==> config.mk <==
export PLATFORM = sky130hd
export DESIGN_NAME = pipe_stage_skid
export DESIGN_NICKNAME = d
export VERILOG_FILES = /design/src/rtl/pipe_stage_skid.sv
export SDC_FILE = /design/constraint.sdc
export NUM_CORES = 1
export LEC_CHECK = 0
export ABC_AREA = 1
export BUFFER_PORTS_ARGS = -buffer_cell sky130_fd_sc_hd__buf_2
export CAP_MARGIN = 5
export CORE_MARGIN = 4
export CORE_UTILIZATION = 54
export DETAILED_ROUTE_END_ITERATION = 7
export PLACE_DENSITY = 0.77
export SLEW_MARGIN = 20
export SYNTH_ARGS = -nofsm -noshare
export SYNTH_HDL_FRONTEND = slang
export SYNTH_SLANG_ARGS = --single-unit
==> constraint.sdc <==
create_clock -name clk -period 2 [get_ports clk]
set_input_delay 0.1 -clock clk [delete_from_list [all_inputs] [get_ports clk]]
set_output_delay 0.1 -clock clk [all_outputs]
set_load 0.005 [all_outputs]
==> src/rtl/pipe_stage_skid.sv <==
// pipe_stage_skid: one pipeline stage boundary with a valid/ready handshake
// and a one-entry skid buffer, so back-pressure never needs a combinational
// path from out_ready to in_ready. All state updates on the falling clock
// edge. An asynchronous active-high reset clears every register.
// Optional performance counters (stall_cnt / bubble_cnt) are built only when
// the macro PIPE_STAGE_PERF_EN is defined.
module pipe_stage_skid #(
  parameter int DATA_W = 32,
  parameter int CNT_W  = 16
) (
  input  logic              clk,
  input  logic              rst,
  input  logic              in_valid,
  output logic              in_ready,
  input  logic [DATA_W-1:0] in_data,
  input  logic              flush,
  output logic              out_valid,
  input  logic              out_ready,
  output logic [DATA_W-1:0] out_data,
  output logic [1:0]        occupancy
`ifdef PIPE_STAGE_PERF_EN
  ,
  output logic [CNT_W-1:0]  stall_cnt,
  output logic [CNT_W-1:0]  bubble_cnt
`endif
);

  // State encoding equals the number of held entries.
  typedef enum logic [1:0] {
    EMPTY = 2'd0,
    BUSY  = 2'd1,
    FULL  = 2'd2
  } state_t;

  state_t            state, state_next;
  logic [DATA_W-1:0] skid_data;
  logic              skid_valid;
  logic              accept, deliver;
  logic              load_out_in, load_out_skid, load_skid;

  assign accept    = in_valid && in_ready;
  assign deliver   = out_valid && out_ready;
  assign occupancy = state;

  // Next-state and load-enable decode; flush overrides every handshake.
  always_comb begin
    state_next    = state;
    load_out_in   = 1'b0;
    load_out_skid = 1'b0;
    load_skid     = 1'b0;
    if (flush) begin
      state_next = EMPTY;
    end else begin
      unique case (state)
        EMPTY: begin
          if (accept) begin
            load_out_in = 1'b1;
            state_next  = BUSY;
          end
        end
        BUSY: begin
          if (accept && deliver) begin
            load_out_in = 1'b1;
          end else if (accept) begin
            load_skid  = 1'b1;
            state_next = FULL;
          end else if (deliver) begin
            state_next = EMPTY;
          end
        end
        FULL: begin
          // in_ready is low here, so only a deliver can happen.
          if (deliver) begin
            load_out_skid = 1'b1;
            state_next    = BUSY;
          end
        end
        default: state_next = EMPTY;
      endcase
    end
  end

  // State plus the registered handshake flags, all derived from the next state.
  always_ff @(negedge clk or posedge rst) begin
    if (rst) begin
      state      <= EMPTY;
      out_valid  <= 1'b0;
      skid_valid <= 1'b0;
      in_ready   <= 1'b1;
    end else begin
      state      <= state_next;
      out_valid  <= (state_next != EMPTY);
      skid_valid <= (state_next == FULL);
      in_ready   <= (state_next != FULL);
    end
  end

  // Payload registers; they keep stale contents when invalid or flushed.
  always_ff @(negedge clk or posedge rst) begin
    if (rst) begin
      out_data  <= '0;
      skid_data <= '0;
    end else begin
      if (load_out_in) begin
        out_data <= in_data;
      end else if (load_out_skid) begin
        out_data <= skid_data;
      end
      if (load_skid) begin
        skid_data <= in_data;
      end
    end
  end

`ifdef PIPE_STAGE_PERF_EN
  // Saturating stall/bubble counters; only reset clears them, flush does not.
  always_ff @(negedge clk or posedge rst) begin
    if (rst) begin
      stall_cnt  <= '0;
      bubble_cnt <= '0;
    end else begin
      if (out_valid && !out_ready && (stall_cnt != {CNT_W{1'b1}})) begin
        stall_cnt <= stall_cnt + 1'b1;
      end
      if (!out_valid && (bubble_cnt != {CNT_W{1'b1}})) begin
        bubble_cnt <= bubble_cnt + 1'b1;
      end
    end
  end
`endif

  // skid_valid mirrors state == FULL; kept as an explicit flag for debug visibility.
  logic unused_skid_valid;
  assign unused_skid_valid = skid_valid;

endmodule

==> summary.txt <==
Timing
  – Setup TNS: -109 ps
  – Worst-Margin Slew: 310 ps
  – Final setup margin: -109 ps
  – Worst clock skew: 51.5 ps
  – Final hold vios: 0
  – Relative slew slack: 0.791
  – Max-slew violations: 0
  – Count of final setup violators: 1
  – RSZ-0062 raised after global routing: true

Synthesis
  – Count leader, synth: nand2_1
  – #FFs+latches synth: 68
  – Synthesized net count: ~440
  – Synth Flop Type: dfrtn_1
  – Mapped Avg Cell Area: just under 8 µm²
  – Post-synthesis cell type count: 18
  – Yosys warns: 0
  – Top cells by area, synth: dfrtn_1 (52%), nand2_1 (15%), inv_1 (8.2%)
  – Area leader, netlist: dfrtn_1
  – EDFF count, synth: 0
  – Seq/Total Area, Yosys: 0.531
  – Post-Synthesis Cells: 405
  – FFs w/ async S/R, synth: 1.00
  – Post-synth top area share: 0.522
  – Post-Synthesis Cell Area: 3210 µm²
  – Top cells by count, synth: nand2_1 (126), inv_1 (70), dfrtn_1 (67)

Worst setup path
  – CP Depth: 1
  – Critical path peak fanout: 2
  – Setup CP Type: reg -> out
  – Worst flop-to-flop path startpoint: in_ready$_DFF_NP1_
  – CP Data Required Time: 1900 ps
  – CP delay by family, top: flip-flops
  – RR Endpoint: out_data[23]$_DFFE_NP0P_
  – Crit path buf inv count: 1
  – FF-to-FF path depth: 7
  – Sequence of cells on the critical path: buf_2
  – Endpoint class of the critical path: output port
  – Slowest CP cell: dfstp_2
  – CP arrival: roughly 2000 ps
  – Critical path's largest stage delay: 530 ps
  – Crit path from: in_ready$_DFF_NP1_
  – Worst setup SP type: flop
  – Worst R2R Setup Slack: between 500 and 600 ps
  – Worst setup path endpoint: in_ready

Floorplanning
  – FP Rows: 27
  – Initial Util: 0.569
  – Die ar.: 7240 µm²
  – IO Pins: 73
  – Die width: 85.1 µm
  – Core Area: 5640 µm²
  – Die Span Y: 85.1 µm

Final layout
  – Area Growth Syn to Fin: 25.3%
  – Share of post-route cells with drive strength above 1: 0.250
  – ANT cells: 0
  – Nets: between 500 and 600
  – Final instance area: around 4000 µm²
  – Post-layout util: 0.713

Routing
  – Final WL: 7600 µm
  – # DRC: 0
  – Post-route ant nets: 0
  – Vias per inst: roughly 5.1
  – Vias: 2,873
  – Pre-Repair DR Iteration Count: 4
  – WL per Instance: 13.4 µm
  – Starting DRT DRC Count: 230

Power and ir drop
  – Sequential Power Share: 0.416
  – Total power: 5.61 mW
  – Pwr/cell area: roughly 1400 nW/µm²
  – P_leak: about 2.4 nW
  – Proportion of power drawn by combinational gates: 0.371
  – Clock network fraction of design power: 0.212
  – Net Sw Frac: 0.353
  – Cell-internal power: 3.63 mW
  – Sw Pwr: 1.98 mW
  – Maximum VDD drop: approximately 1.0 mV

Clock network
  – Worst-Skew Late Latency: approximately 380 ps
  – CTS root buffer: clkbuf_8
  – Clk slew on worst S/H paths: 50 ps
  – Hold buffers post-CTS: 0
  – Max clock buf depth: 2
  – Clock Sink Count: 68
  – CTS Buf Count: 9
  – # H-tree levels: 3
  – CTS tree: built

Placed design
  – HPWL after DPL: 5120 µm
  – DP Area: 3760 µm²
  – GPL Wtd Cong: 0.773
  – # port buffers: 72
  – Place WS: -239 ps

GRT
  – Vias in the first global route: 2,884
  – Grt ovf: 0
  – Pin count of the biggest net entering global routing: 48
  – First-pass GRT wire length: 13,200 µm
  – Initial antenna violation count: 0
  – GRT Overall Usage: 0.227

Status
  – Outcome: finished, violations left
  – Violated checks: negative setup slack

Job
  – Max-Cap Viols: 0

Min path
  – Class of the worst hold path: reg -> reg
  – Hold Startpoint: out_data[8]$_DFFE_NP0P_
-- metrics by stage --
step / cells / hold slack, ps
after global routing: 568 / 446
after detailed placement: 546 / 426
after floorplan: 405 / 419
after global placement: 546 / 418
after CTS: 562 / 427
final: 568 / 423
-- cells by family after synthesis --
logic type | count (synthesis) | share of synthesized area
buf+inv | 96 | 0.122
simple gates | 207 | 0.295
flops | 68 | 0.531
compound gates | 34 | 0.0530
-- sequential cells by signal (all words and copies together), names as in the netlist --
signal,cells
out_data,32
skid_data,32
occupancy,2
in_ready,1
out_valid,1
-- per-layer routing --
metal | routed length, µm | track usage | vias to the layer above
li1 | - | - | 1446
met1 | 3240 | 0.292 | 1330
met2 | 3840 | 0.379 | 87
met3 | 438 | 0.0602 | 10
met4 | 80 | 0.0619 | 0
met5 | 0 | 0 | -
-- repair_timing --
| item | 4_1_cts | 5_1_grt |
|---|---|---|
| buffers inserted | 1 | 6 |
| resized for setup | 0 | 2 |
| pin swaps | 0 | 0 |
| endpoints found under the setup margin | 2 | 37 |
-- area by class of cell --
class | count | area (µm²)
Multi-Input combinational cell | 241 | 1120
Clock buffer | 9 | 124
Sequential cell | 68 | 1700
Clock inverter | 7 | 83.8
Fill cell | 445 | 1620
Inverter | 71 | 273
Tap cell | 72 | 90.1
Timing Repair Buffer | 100 | 633
-- how the worst min path moves through the flow --
stage	endpoint	slack (ps)	cells past startpoint
finish	out_data[8]$_DFFE_NP0P_	420	2
global route	out_data[25]$_DFFE_NP0P_	450	2
CTS	out_data[21]$_DFFE_NP0P_	430	2
detailed placement	out_data[7]$_DFFE_NP0P_	430	2
global placement	out_data[22]$_DFFE_NP0P_	420	2
floorplan	skid_data[10]$_DFFE_NP0P_	420	2
-- power by group through the flow --
stage	combinational, mW	clock [mW]	sequential (mW)
after floorplan	1.22	0.00626	2.35
after global placement	1.92	0.00626	2.33
after detailed placement	2.00	0.00626	2.35
after CTS	2.03	1.21	2.33
after global routing	2.39	1.28	2.41
final	2.08	1.19	2.33
-- worst min-delay path, cell delays in order, from the launching register on --
cell and delay, ps:
dfrtn_1 400, nand2_1 50, nand2_1 60
-- layout by cell type (no fill, tap or decap), drive strengths merged --
| cell | netlist | final |
|---|---|---|
| buf | 18 | 100 |
| nor2 | 7 | 7 |
| dfstp | 1 | 1 |
| clkinvlp | 0 | 1 |
| bufinv | 0 | 2 |
| dfrtn | 67 | 67 |
| clkinv | 0 | 4 |
| o21ai | 34 | 34 |
| nand2 | 128 | 128 |
| inv | 72 | 71 |
| nor3 | 1 | 1 |
| nand4 | 31 | 31 |
| clkbuf | 6 | 9 |
| nand3 | 40 | 40 |
Power figures use the tool's default switching activity.
